**src/rtl/load_store_unit_if.sv**
```systemverilog
// load_store_unit_if
// Bundles the CPU-side request/response handshake and the data-memory bus of
// the load/store unit into one interface.
//   master : the LSU view (takes requests and read data, drives responses and
//            memory strobes/address/write data)
//   slave  : the environment view (CPU execute stage plus data memory)
// Signals:
//   req_valid/req_ready, req_write, req_funct3[2:0], req_addr[31:0],
//   req_wdata[31:0]                     request channel
//   resp_valid, resp_rdata[31:0], resp_fault      response channel
//   memread, memwrite, byte_enable[3:0], addr[31:0], wr_data[31:0]
//                                       memory command
//   mem_out_data[31:0]                  combinational memory read data
interface load_store_unit_if;
  logic        req_valid;
  logic        req_ready;
  logic        req_write;
  logic [2:0]  req_funct3;
  logic [31:0] req_addr;
  logic [31:0] req_wdata;
  logic        resp_valid;
  logic [31:0] resp_rdata;
  logic        resp_fault;
  logic        memread;
  logic        memwrite;
  logic [3:0]  byte_enable;
  logic [31:0] addr;
  logic [31:0] wr_data;
  logic [31:0] mem_out_data;

  modport master (
    input  req_valid, req_write, req_funct3, req_addr, req_wdata, mem_out_data,
    output req_ready, resp_valid, resp_rdata, resp_fault,
           memread, memwrite, byte_enable, addr, wr_data
  );

  modport slave (
    output req_valid, req_write, req_funct3, req_addr, req_wdata, mem_out_data,
    input  req_ready, resp_valid, resp_rdata, resp_fault,
           memread, memwrite, byte_enable, addr, wr_data
  );
endinterface

```
**src/rtl/load_store_unit.sv**
```systemverilog
// load_store_unit
// Initiator side of the data-memory bus. Accepts one RV32 load/store at a
// time, decodes it against the RAM window and the MMIO register set, splits
// misaligned RAM accesses into two word beats, un-swaps RAM read lanes and
// returns a sign/zero-extended result with a one-cycle response pulse.
// Ports:
//   clk    system clock, rising edge
//   reset  synchronous active-high reset
//   bus    load_store_unit_if.master (request, response and memory bus)
// Parameters:
//   RAM_BASE   byte base address of the data RAM
//   RAM_BYTES  size of the data RAM in bytes
module load_store_unit #(
  parameter logic [31:0] RAM_BASE  = 32'h8000_0000,
  parameter int unsigned RAM_BYTES = 4096
) (
  input  logic                      clk,
  input  logic                      reset,
  load_store_unit_if.master         bus
);

  localparam logic [31:0] RAM_LIMIT = 32'(RAM_BYTES);

  typedef enum logic [1:0] {IDLE, BEAT0, BEAT1, RESP} state_t;

  // RAM read lanes come back reversed: lane 0 sits in bits [31:24].
  function automatic logic [31:0] swap_lanes(input logic [31:0] w);
    return {w[7:0], w[15:8], w[23:16], w[31:24]};
  endfunction

  // ---------------------------------------------------------------------
  // Request decode (combinational, from the live request fields)
  // ---------------------------------------------------------------------
  logic [2:0]  n_bytes;
  logic [3:0]  size_mask;
  logic [1:0]  offset;
  logic [3:0]  end_pos;
  logic        split;
  logic [31:0] beat0_addr;
  logic [31:0] beat1_addr;
  logic        ram_hit;
  logic        beat1_in_ram;
  logic        mmio_load_ok;
  logic        mmio_store_ok;
  logic        mmio_ok;
  logic        funct3_ok;
  logic        fault;
  logic [7:0]  lane_mask;
  logic [4:0]  byte_shift;
  logic [5:0]  high_shift;
  logic [31:0] wd0;
  logic [31:0] wd1;

  always_comb begin
    n_bytes   = 3'd4;
    size_mask = 4'b1111;
    case (bus.req_funct3[1:0])
      2'b00: begin
        n_bytes   = 3'd1;
        size_mask = 4'b0001;
      end
      2'b01: begin
        n_bytes   = 3'd2;
        size_mask = 4'b0011;
      end
      default: begin
        n_bytes   = 3'd4;
        size_mask = 4'b1111;
      end
    endcase
  end

  assign offset       = bus.req_addr[1:0];
  assign end_pos      = {2'b00, offset} + {1'b0, n_bytes};
  assign split        = (end_pos > 4'd4);
  assign beat0_addr   = {bus.req_addr[31:2], 2'b00};
  assign beat1_addr   = beat0_addr + 32'd4;
  // Unsigned subtract-and-compare also rejects addresses below the base.
  assign ram_hit      = ((bus.req_addr - RAM_BASE) < RAM_LIMIT);
  assign beat1_in_ram = ((beat1_addr - RAM_BASE) < RAM_LIMIT);

  assign mmio_store_ok = (bus.req_addr == 32'h0010_0014);
  assign mmio_load_ok  = (bus.req_addr == 32'h0010_0000) ||
                         (bus.req_addr == 32'h0010_0004) ||
                         (bus.req_addr == 32'h0010_0010) ||
                         (bus.req_addr == 32'h0010_0014);
  assign mmio_ok       = (bus.req_funct3 == 3'b010) &&
                         (bus.req_write ? mmio_store_ok : mmio_load_ok);

  always_comb begin
    case (bus.req_funct3)
      3'b000, 3'b001, 3'b010: funct3_ok = 1'b1;
      3'b100, 3'b101:         funct3_ok = !bus.req_write;
      default:                funct3_ok = 1'b0;
    endcase
  end

  assign fault = !funct3_ok ||
                 (ram_hit ? (split && !beat1_in_ram) : !mmio_ok);

  // Byte-lane mask across both beats; low nibble is beat 0, high is beat 1.
  assign lane_mask  = {4'b0000, size_mask} << offset;
  assign byte_shift = {offset, 3'b000};
  assign high_shift = 6'd32 - {1'b0, byte_shift};
  assign wd0        = bus.req_wdata << byte_shift;
  assign wd1        = bus.req_wdata >> high_shift;

  // ---------------------------------------------------------------------
  // Registered state
  // ---------------------------------------------------------------------
  state_t      state_reg;
  logic        write_reg;
  logic [2:0]  funct3_reg;
  logic [4:0]  byte_shift_reg;
  logic        split_reg;
  logic        ram_reg;
  logic [31:0] beat1_addr_reg;
  logic [3:0]  be1_reg;
  logic [31:0] wd1_reg;
  logic [31:0] buf_lo_reg;

  logic        req_ready_reg;
  logic        resp_valid_reg;
  logic        resp_fault_reg;
  logic [31:0] resp_rdata_reg;
  logic        mem_read_reg;
  logic        mem_write_reg;
  logic [3:0]  byte_enable_reg;
  logic [31:0] addr_reg;
  logic [31:0] wr_data_reg;

  // ---------------------------------------------------------------------
  // Load data path: the current beat's word joins the captured low half,
  // then the 64-bit view is shifted down by the byte offset and extended.
  // ---------------------------------------------------------------------
  logic [31:0] cur_word;
  logic [63:0] load_buf;
  logic [31:0] shifted;
  logic [31:0] load_result;

  assign cur_word = ram_reg ? swap_lanes(bus.mem_out_data) : bus.mem_out_data;
  assign load_buf = (state_reg == BEAT1) ? {cur_word, buf_lo_reg}
                                         : {32'h0000_0000, cur_word};
  assign shifted  = 32'(load_buf >> byte_shift_reg);

  always_comb begin
    case (funct3_reg)
      3'b000:  load_result = {{24{shifted[7]}}, shifted[7:0]};
      3'b001:  load_result = {{16{shifted[15]}}, shifted[15:0]};
      3'b010:  load_result = shifted;
      3'b100:  load_result = {24'h000000, shifted[7:0]};
      3'b101:  load_result = {16'h0000, shifted[15:0]};
      default: load_result = 32'h0000_0000;
    endcase
  end

  // ---------------------------------------------------------------------
  // Control FSM with registered outputs
  // ---------------------------------------------------------------------
  always_ff @(posedge clk) begin
    if (reset) begin
      state_reg       <= IDLE;
      write_reg       <= 1'b0;
      funct3_reg      <= 3'b000;
      byte_shift_reg  <= 5'd0;
      split_reg       <= 1'b0;
      ram_reg         <= 1'b0;
      beat1_addr_reg  <= 32'h0;
      be1_reg         <= 4'h0;
      wd1_reg         <= 32'h0;
      buf_lo_reg      <= 32'h0;
      req_ready_reg   <= 1'b1;
      resp_valid_reg  <= 1'b0;
      resp_fault_reg  <= 1'b0;
      resp_rdata_reg  <= 32'h0;
      mem_read_reg    <= 1'b0;
      mem_write_reg   <= 1'b0;
      byte_enable_reg <= 4'h0;
      addr_reg        <= 32'h0;
      wr_data_reg     <= 32'h0;
    end else begin
      case (state_reg)
        IDLE: begin
          if (bus.req_valid && req_ready_reg) begin
            write_reg      <= bus.req_write;
            funct3_reg     <= bus.req_funct3;
            byte_shift_reg <= byte_shift;
            split_reg      <= split;
            ram_reg        <= ram_hit;
            beat1_addr_reg <= beat1_addr;
            be1_reg        <= bus.req_write ? lane_mask[7:4] : 4'h0;
            wd1_reg        <= bus.req_write ? wd1 : 32'h0;
            req_ready_reg  <= 1'b0;
            if (fault) begin
              // Faults skip the memory entirely and answer next cycle.
              state_reg      <= RESP;
              resp_valid_reg <= 1'b1;
              resp_fault_reg <= 1'b1;
              resp_rdata_reg <= 32'h0;
            end else begin
              state_reg       <= BEAT0;
              mem_read_reg    <= !bus.req_write;
              mem_write_reg   <= bus.req_write;
              addr_reg        <= beat0_addr;
              byte_enable_reg <= bus.req_write ? lane_mask[3:0] : 4'h0;
              wr_data_reg     <= bus.req_write ? wd0 : 32'h0;
            end
          end
        end

        BEAT0: begin
          buf_lo_reg <= cur_word;
          if (split_reg) begin
            state_reg       <= BEAT1;
            addr_reg        <= beat1_addr_reg;
            byte_enable_reg <= be1_reg;
            wr_data_reg     <= wd1_reg;
          end else begin
            state_reg       <= RESP;
            mem_read_reg    <= 1'b0;
            mem_write_reg   <= 1'b0;
            addr_reg        <= 32'h0;
            byte_enable_reg <= 4'h0;
            wr_data_reg     <= 32'h0;
            resp_valid_reg  <= 1'b1;
            resp_fault_reg  <= 1'b0;
            resp_rdata_reg  <= write_reg ? 32'h0 : load_result;
          end
        end

        BEAT1: begin
          state_reg       <= RESP;
          mem_read_reg    <= 1'b0;
          mem_write_reg   <= 1'b0;
          addr_reg        <= 32'h0;
          byte_enable_reg <= 4'h0;
          wr_data_reg     <= 32'h0;
          resp_valid_reg  <= 1'b1;
          resp_fault_reg  <= 1'b0;
          resp_rdata_reg  <= write_reg ? 32'h0 : load_result;
        end

        RESP: begin
          state_reg      <= IDLE;
          resp_valid_reg <= 1'b0;
          resp_fault_reg <= 1'b0;
          req_ready_reg  <= 1'b1;
        end

        default: begin
          state_reg     <= IDLE;
          req_ready_reg <= 1'b1;
        end
      endcase
    end
  end

  // A reset arriving during a beat suppresses that beat's strobe, so memory
  // never commits the beat that the reset is aborting.
  assign bus.memread     = mem_read_reg && !reset;
  assign bus.memwrite    = mem_write_reg && !reset;
  assign bus.byte_enable = byte_enable_reg;
  assign bus.addr        = addr_reg;
  assign bus.wr_data     = wr_data_reg;
  assign bus.req_ready   = req_ready_reg;
  assign bus.resp_valid  = resp_valid_reg;
  assign bus.resp_fault  = resp_fault_reg;
  assign bus.resp_rdata  = resp_rdata_reg;

endmodule
```
**src/flat_wrapper.sv**
```systemverilog
// flat-port wrapper written by rule: the top's interface ports become plain ports
module load_store_unit_flat 
#(
  parameter logic [31:0] RAM_BASE  = 32'h8000_0000,
  parameter int unsigned RAM_BYTES = 4096
)
  (clk, reset, bus_req_valid, bus_req_write, bus_req_funct3, bus_req_addr, bus_req_wdata, bus_mem_out_data, bus_req_ready, bus_resp_valid, bus_resp_rdata, bus_resp_fault, bus_memread, bus_memwrite, bus_byte_enable, bus_addr, bus_wr_data);
  load_store_unit_if bus_i ();
  input  logic clk;
  input  logic reset;
  input wire logic [$bits(bus_i.req_valid)-1:0] bus_req_valid;
  input wire logic [$bits(bus_i.req_write)-1:0] bus_req_write;
  input wire logic [$bits(bus_i.req_funct3)-1:0] bus_req_funct3;
  input wire logic [$bits(bus_i.req_addr)-1:0] bus_req_addr;
  input wire logic [$bits(bus_i.req_wdata)-1:0] bus_req_wdata;
  input wire logic [$bits(bus_i.mem_out_data)-1:0] bus_mem_out_data;
  output wire logic [$bits(bus_i.req_ready)-1:0] bus_req_ready;
  output wire logic [$bits(bus_i.resp_valid)-1:0] bus_resp_valid;
  output wire logic [$bits(bus_i.resp_rdata)-1:0] bus_resp_rdata;
  output wire logic [$bits(bus_i.resp_fault)-1:0] bus_resp_fault;
  output wire logic [$bits(bus_i.memread)-1:0] bus_memread;
  output wire logic [$bits(bus_i.memwrite)-1:0] bus_memwrite;
  output wire logic [$bits(bus_i.byte_enable)-1:0] bus_byte_enable;
  output wire logic [$bits(bus_i.addr)-1:0] bus_addr;
  output wire logic [$bits(bus_i.wr_data)-1:0] bus_wr_data;
  assign bus_i.req_valid = bus_req_valid;
  assign bus_i.req_write = bus_req_write;
  assign bus_i.req_funct3 = bus_req_funct3;
  assign bus_i.req_addr = bus_req_addr;
  assign bus_i.req_wdata = bus_req_wdata;
  assign bus_i.mem_out_data = bus_mem_out_data;
  assign bus_req_ready = bus_i.req_ready;
  assign bus_resp_valid = bus_i.resp_valid;
  assign bus_resp_rdata = bus_i.resp_rdata;
  assign bus_resp_fault = bus_i.resp_fault;
  assign bus_memread = bus_i.memread;
  assign bus_memwrite = bus_i.memwrite;
  assign bus_byte_enable = bus_i.byte_enable;
  assign bus_addr = bus_i.addr;
  assign bus_wr_data = bus_i.wr_data;
  load_store_unit #(.RAM_BASE(RAM_BASE), .RAM_BYTES(RAM_BYTES)) u_core (.clk(clk), .reset(reset), .bus(bus_i));
endmodule
```
**config.mk**
```make
export PLATFORM = sky130hd
export DESIGN_NAME = load_store_unit_flat
export DESIGN_NICKNAME = d
export VERILOG_FILES = /design/src/rtl/load_store_unit_if.sv /design/src/rtl/load_store_unit.sv /design/src/flat_wrapper.sv
export SDC_FILE = /design/constraint.sdc
export NUM_CORES = 1
export LEC_CHECK = 0
export CAP_MARGIN = 20
export CORE_AREA = 5 5 193 233
export CTS_BUF_LIST = sky130_fd_sc_hd__clkbuf_2
export DETAILED_ROUTE_END_ITERATION = 6
export DIE_AREA = 0 0 198 238
export SLEW_MARGIN = 20
export SYNTH_ARGS = -nofsm -noshare
export SYNTH_HDL_FRONTEND = slang
export SYNTH_SLANG_ARGS = --single-unit
```
**constraint.sdc**
```tcl
create_clock -name clk -period 5.05 [get_ports clk]
set_input_delay 1.01 -clock clk [delete_from_list [all_inputs] [get_ports clk]]
set_output_delay 1.01 -clock clk [all_outputs]
set_load 0.02 [all_outputs]
```
# ---- After elaboration in Yosys (flattened, before gate mapping)
# Index checks and enable logic that the tools add are counted.
dict set report classes {
  add_sub_neg 5
  n_lt_le_gt_ge 3
  n_eq_ne 20
  n_shift 4
  n_mux 47
  reduce_logical 29
}
# cell count
set ops {}
lappend ops {{32-bit 2-to-1 mux} 13}
lappend ops {{32-bit case mux with 3 select lines} 3}
lappend ops {{32-bit case mux with 5 select lines} 1}
lappend ops {{32-bit by 21-bit == test with 1-bit output (second input constant)} 4}
lappend ops {{32-bit by 13-bit < comparator with 1-bit output (second input constant)} 2}
lappend ops {{64-bit 2-to-1 mux} 1}
lappend ops {{64-bit by 5-bit right shift with 32-bit output} 1}
lappend ops {{32-bit subtractor (second input constant)} 2}
lappend ops {{32-bit by 3-bit adder with 32-bit output (second input constant)} 1}
lappend ops {{32-bit by 5-bit left shift with 32-bit output} 1}
lappend ops {{32-bit by 6-bit right shift with 32-bit output} 1}
lappend ops {{4-bit 2-to-1 mux} 5}
lappend ops {{3-bit == test (second input constant)} 4}
lappend ops {{1-bit 2-to-1 mux} 12}
lappend ops {{4-bit case mux with 3 select lines} 1}
lappend ops {{1-bit case mux with 3 select lines} 3}
lappend ops {{2-bit case mux with 4 select lines} 1}
lappend ops {{4-bit case mux with 2 select lines} 1}
lappend ops {{4-bit AND reduction} 2}
lappend ops {{4-bit by 2-bit left shift with 8-bit output} 1}
lappend ops {{3-bit by 1-bit == test with 1-bit output (second input constant)} 2}
lappend ops {{3-bit by 2-bit == test with 1-bit output (second input constant)} 2}
lappend ops {{3-bit logical NOT} 2}
lappend ops {{3-bit case mux with 2 select lines} 1}
lappend ops {{other kinds (20)} 41}
dict set report word_totals {
  ff_bits 215
}

# ---- Logic depth before layout (Yosys ltp)
dict set report depth {
  word_depth 12
  ltp_mapped 15
}

# ---- Worst setup path before layout
# No wires, ideal clock.
dict set report synth_path {
  kind {in2reg}
  from {in bus_req_funct3[1]}
  to {reg u_core.mem_read_reg}
  setup_time_ps 121
  arrival_ps 3763
  t_required_ps 4929
  slack_ps 1166
  stages 13
  cell_sequence {clkbuf_1 nor2_1 ha_1 inv_1 fa_1 nand2b_1 a221o_1 a22oi_1 nor2b_1 or4_1 o21a_1 a21boi_1 mux2_2}
}
dict set report synth_via {
  elab_chain_len 9
  elab_cells_between_ends 21
  classes_between {add/sub (1); order compare (1); eq/ne (6); mux (3); reduce/logical (10)}
}
# item line
set synth_lines {}
lappend synth_lines {{start, declared} flat_wrapper.sv:13} ;# input wire logic [$bits(bus_i.req_funct3)-1:0] bus_req_funct3;
lappend synth_lines {{2-bit by 1-bit == test with 1-bit output / 2-bit logical NOT (equally long branches)} load_store_unit.sv:57} ;# case (bus.req_funct3[1:0])
lappend synth_lines {{3-bit case mux with 2 select lines} load_store_unit.sv:57}
lappend synth_lines {{2-bit by 3-bit adder with 4-bit output} load_store_unit.sv:74} ;# assign end_pos = {2'b00, offset} + {1'b0, n_bytes};
lappend synth_lines {{4-bit by 3-bit greater-than comparator with 1-bit output} load_store_unit.sv:75} ;# assign split = (end_pos > 4'd4);
lappend synth_lines {{1-bit logical AND} load_store_unit.sv:99} ;# (ram_hit ? (split && !beat1_in_ram) : !mmio_ok);
lappend synth_lines {{1-bit 2-to-1 mux} load_store_unit.sv:99}
lappend synth_lines {{1-bit logical OR *} load_store_unit.sv:98} ;# assign fault = !funct3_ok ||
lappend synth_lines {{2-bit != test (no line) *} -}
lappend synth_lines {{4-bit AND reduction (no line) *} -}
lappend synth_lines {{end signal, assigned} load_store_unit.sv:202} ;# mem_read_reg <= !bus.req_write;
lappend synth_lines {{end, declared} load_store_unit.sv:126} ;# logic mem_read_reg;
# Every way passes the cells marked *; elsewhere a longest branch is shown, timed or not.
# A chain may end at the register's enable or synchronous reset.

# ---- Worst setup path in the final report
dict set report layout_path {
  from {in bus_req_addr[11]}
  to {reg u_core.addr_reg[11], in the netlist u_core.bus.addr[11]}
}
dict set report layout_via {
  elab_chain_len 11
  elab_cells_between_ends 24
  classes_between {add/sub (3); order compare (2); eq/ne (5); mux (5); reduce/logical (9)}
}
# item line
set layout_lines {}
lappend layout_lines {{start, declared} flat_wrapper.sv:14} ;# input wire logic [$bits(bus_i.req_addr)-1:0] bus_req_addr;
lappend layout_lines {{parallel branches: the longest is 11 deep, another holds 32-bit by 3-bit adder with 32-bit output} -}
lappend layout_lines {{end signal, assigned} load_store_unit.sv:204} ;# addr_reg <= beat0_addr;
lappend layout_lines {{end signal, assigned} load_store_unit.sv:215} ;# addr_reg <= beat1_addr_reg;
lappend layout_lines {{end, declared} load_store_unit.sv:129} ;# logic [31:0] addr_reg;
# Several ways; the timed one is not identified. The select of a mux whose other input is x is not followed.

==> impl_metrics.py <==
metrics = {
    "outcome": {
        "status": "completed",
    },
    "cts": {
        "cts-root-buf": "clkbuf_2",
        "cts_resized": 0,
        "cts.path.max_buffers": 3,
        "cts_tree": "built",
        "clkTransAtPathRegs_ns": 0.11,
        "cts_hold_buf": 0,
        "htreeDepth": 2,
        "post_cts_buffers": 0,
        "worstSkewPairLatency_ns": 0.89,
        "cts_buffers": 57,
        "cts_sinks": 210,
    },
    "critical_path": {
        "r2r_cells": 11,
        "critPathCaptureType": "flop",
        "critPathRequiredTime_ns": 5.79,
        "r2r_slack_ns": 1.42,
        "cp_max_fo": 16,
        "start_kind": "input pin",
        "critPathArrivalTime_ns": 4.59,
        "criticalPathCategory": "in -> reg",
    },
    "timing": {
        "worst-slew-pin-transition_ns": 1.04,
        "tns_ns": 0,
        "slew-limit-headroom_pct": 31.0,
        "finalSetupViolCount": 0,
        "finalCritPeriodShare_pct": 76.2,
        "fmax_ghz": 0.260,
        "finalHoldViolations": 0,
        "maxSlewViolCount": 0,
        "skew_ns": 0.0705,
        "period_needed_ns": 3.85,
        "rsz0062_at_grt": "false",
    },
    "pwr": {
        "power_density_nw_per_um2": 496,
        "finalPower_w": 0.00769,
        "p_leak_nw": 5.45,
        "ir_drop_mv": 0.266,
    },
    "global_routing": {
        "antenna_found_initial": 2,
        "grt.overflow.total": 0,
        "grt_util_all_layers_pct": 18.0,
        "grt_pass1_wl_um": 68800,
        "grt_max_degree": 89,
        "first_global_vias": 12100,
    },
    "min_path": {
        "min_path_cells": 2,
        "hold_class": "reg -> reg",
    },
    "die": {
        "boundaryPins": 208,
        "coreArea_um2": 42400,
        "initial_core_util_pct": 29.7,
        "fp.dieW_um": 198,
        "dieArea_um2": 47100,
        "fp-row-count": 83,
        "die_h_um": 238,
    },
    "logic_synthesis": {
        "synthArstFlopShare_pct": 0,
        "avgSynthCellArea_um2": 8.35,
        "synth-main-ff-cell": "dfxtp_1",
        "yosysMostFrequentCell": "dfxtp_1",
        "ys_types": 76,
        "yosysSeqAreaShare_pct": 33.4,
        "yosys.area.top_type": "dfxtp_1",
        "yosys_warnings": 0,
        "synth.area.top_cells": "dfxtp_1, mux2i_1, mux2_2",
        "synth_cells": 1507,
        "ys_ff_latch": 210,
        "syn-cell-area_um2": 12600,
        "synth_common_cells": "dfxtp_1, nor2_1, nand2_1",
        "synth_top_cell_area_share_pct": 33.4,
        "synth-edff-count": 0,
    },
    "layout": {
        "final_nets": 1774,
        "drive_gt1_share_pct": 15.0,
        "area_growth_pct": 23.2,
        "design_area_um2": 15500,
    },
    "detailed_routing": {
        "drtAntennaViolNets": 0,
        "viasPerCell": 5.39,
        "drt_iter0_markers": 821,
        "vias": 12200,
        "drc": 0,
        "routedWlPerCell_um": 19.5,
        "routed_wl_um": 44000,
        "dr.pass1.iters": 5,
    },
    "placed_design": {
        "portBuffers": 205,
        "post-dp-hpwl_um": 31200,
        "placed_cell_area_um2": 15000,
        "gp_congestion": 0.885,
    },
    "flow_run": {
        "drv_cap": 0,
    },
}
[cell type report]
cell class              count  area, µm²
repair buffers            241       2370
flip-flops and latches    210       4210
clock buffers              84        420
multi-input cells        1130       7640
fillers                  4391      26900
clock inverters            20       83.8
well taps                 552        691
diodes                      2       5.00
inverters                  19       71.3
[worst paths after layout]
kind	end	from
worst max-delay path	u_core.bus.addr[11]	bus_req_addr[11]
worst min-delay path	u_core.be1_reg[0]	u_core.be1_reg[0]
worst max register to register	u_core.bus.resp_rdata[19]	u_core.state_reg[0]
worst min register to register	u_core.be1_reg[0]	u_core.be1_reg[0]
[routing by layer]
layer	part of all wire, %	GRT usage [%]	up-vias
met2	49	31.0	428
li1	-	-	5844
met5	0	0	-
met4	2.6	5.84	0
met1	42	22.7	5829
met3	6.4	3.39	77
[stage by stage]
| stage | hold WS (ns) | std cells | setup WS [ns] | utilization [%] |
|---|---|---|---|---|
| floorplan | 0.432 | 1508 | 1.17 | - |
| global placement | 0.443 | 2152 | 0.532 | 35.4 |
| detailed placement | 0.447 | 2152 | 0.361 | 35.4 |
| CTS | 0.459 | 2256 | 1.30 | 36.5 |
| global route | 0.490 | 2258 | 1.13 | 36.6 |
| finish | 0.463 | 2258 | 1.20 | 36.6 |
[critical path, cell delays in order]
cell and delay [ns]:
clkdlybuf4s50_1 0.61, nor4b_1 0.63, nand4_1 0.17, a2111oi_0 0.41, o221ai_1 0.24, or4_1 0.59, o21ai_4 0.25, buf_4 0.33
nor3_1 0.08, a311oi_2 0.25
[where the power goes]
| group | switching [W] | internal, W | total, W |
|---|---|---|---|
| Clock | 0.000762 | 0.000450 | 0.00121 |
| Combinational | 0.00236 | 0.00167 | 0.00402 |
| Sequential | 0.000309 | 0.00215 | 0.00246 |
[cells in the final DEF, fill, tap and decap left out, types with 10 or more instances in the layout]
| master | Yosys | routed |
|---|---|---|
| o21ai_0 | 84 | 84 |
| nand2b_1 | 40 | 40 |
| xnor2_1 | 18 | 18 |
| mux2_2 | 48 | 48 |
| nor2b_1 | 30 | 30 |
| nor2_1 | 134 | 134 |
| clkbuf_2 | 2 | 84 |
| nand2_1 | 125 | 125 |
| mux2_4 | 11 | 11 |
| a21oi_1 | 82 | 82 |
| inv_1 | 19 | 18 |
| a311oi_2 | 16 | 16 |
| clkdlybuf4s50_1 | 0 | 203 |
| nor3_1 | 59 | 59 |
| nand3_1 | 48 | 47 |
| dfxtp_1 | 210 | 208 |
| o22ai_1 | 43 | 43 |
| a211oi_2 | 23 | 23 |
| a21o_1 | 10 | 10 |
| buf_4 | 11 | 32 |
| a311oi_1 | 11 | 11 |
| a211oi_1 | 56 | 56 |
| mux2i_1 | 101 | 101 |
| nand4_1 | 33 | 33 |
| clkinv_1 | 0 | 14 |
| a22oi_1 | 45 | 45 |
[logic make-up (layout without fill, tap and decap cells)]
| kind of cell | after synthesis | count (layout) | share of synthesized area, % |
|---|---|---|---|
| AO/OA/AOI/OAI | 415 | 415 | 23.5 |
| buffers and inverters | 168 | 364 | 6.01 |
| flip-flops | 210 | 210 | 33.4 |
| XOR/XNOR | 27 | 27 | 1.88 |
| adder cells (fa/ha/maj) | 12 | 12 | 1.25 |
| other | 1 | 4 | 0.0298 |
| AND/OR/NAND/NOR | 514 | 514 | 20.3 |
| multiplexers | 160 | 160 | 13.6 |
(Power assumes the default switching activity.)
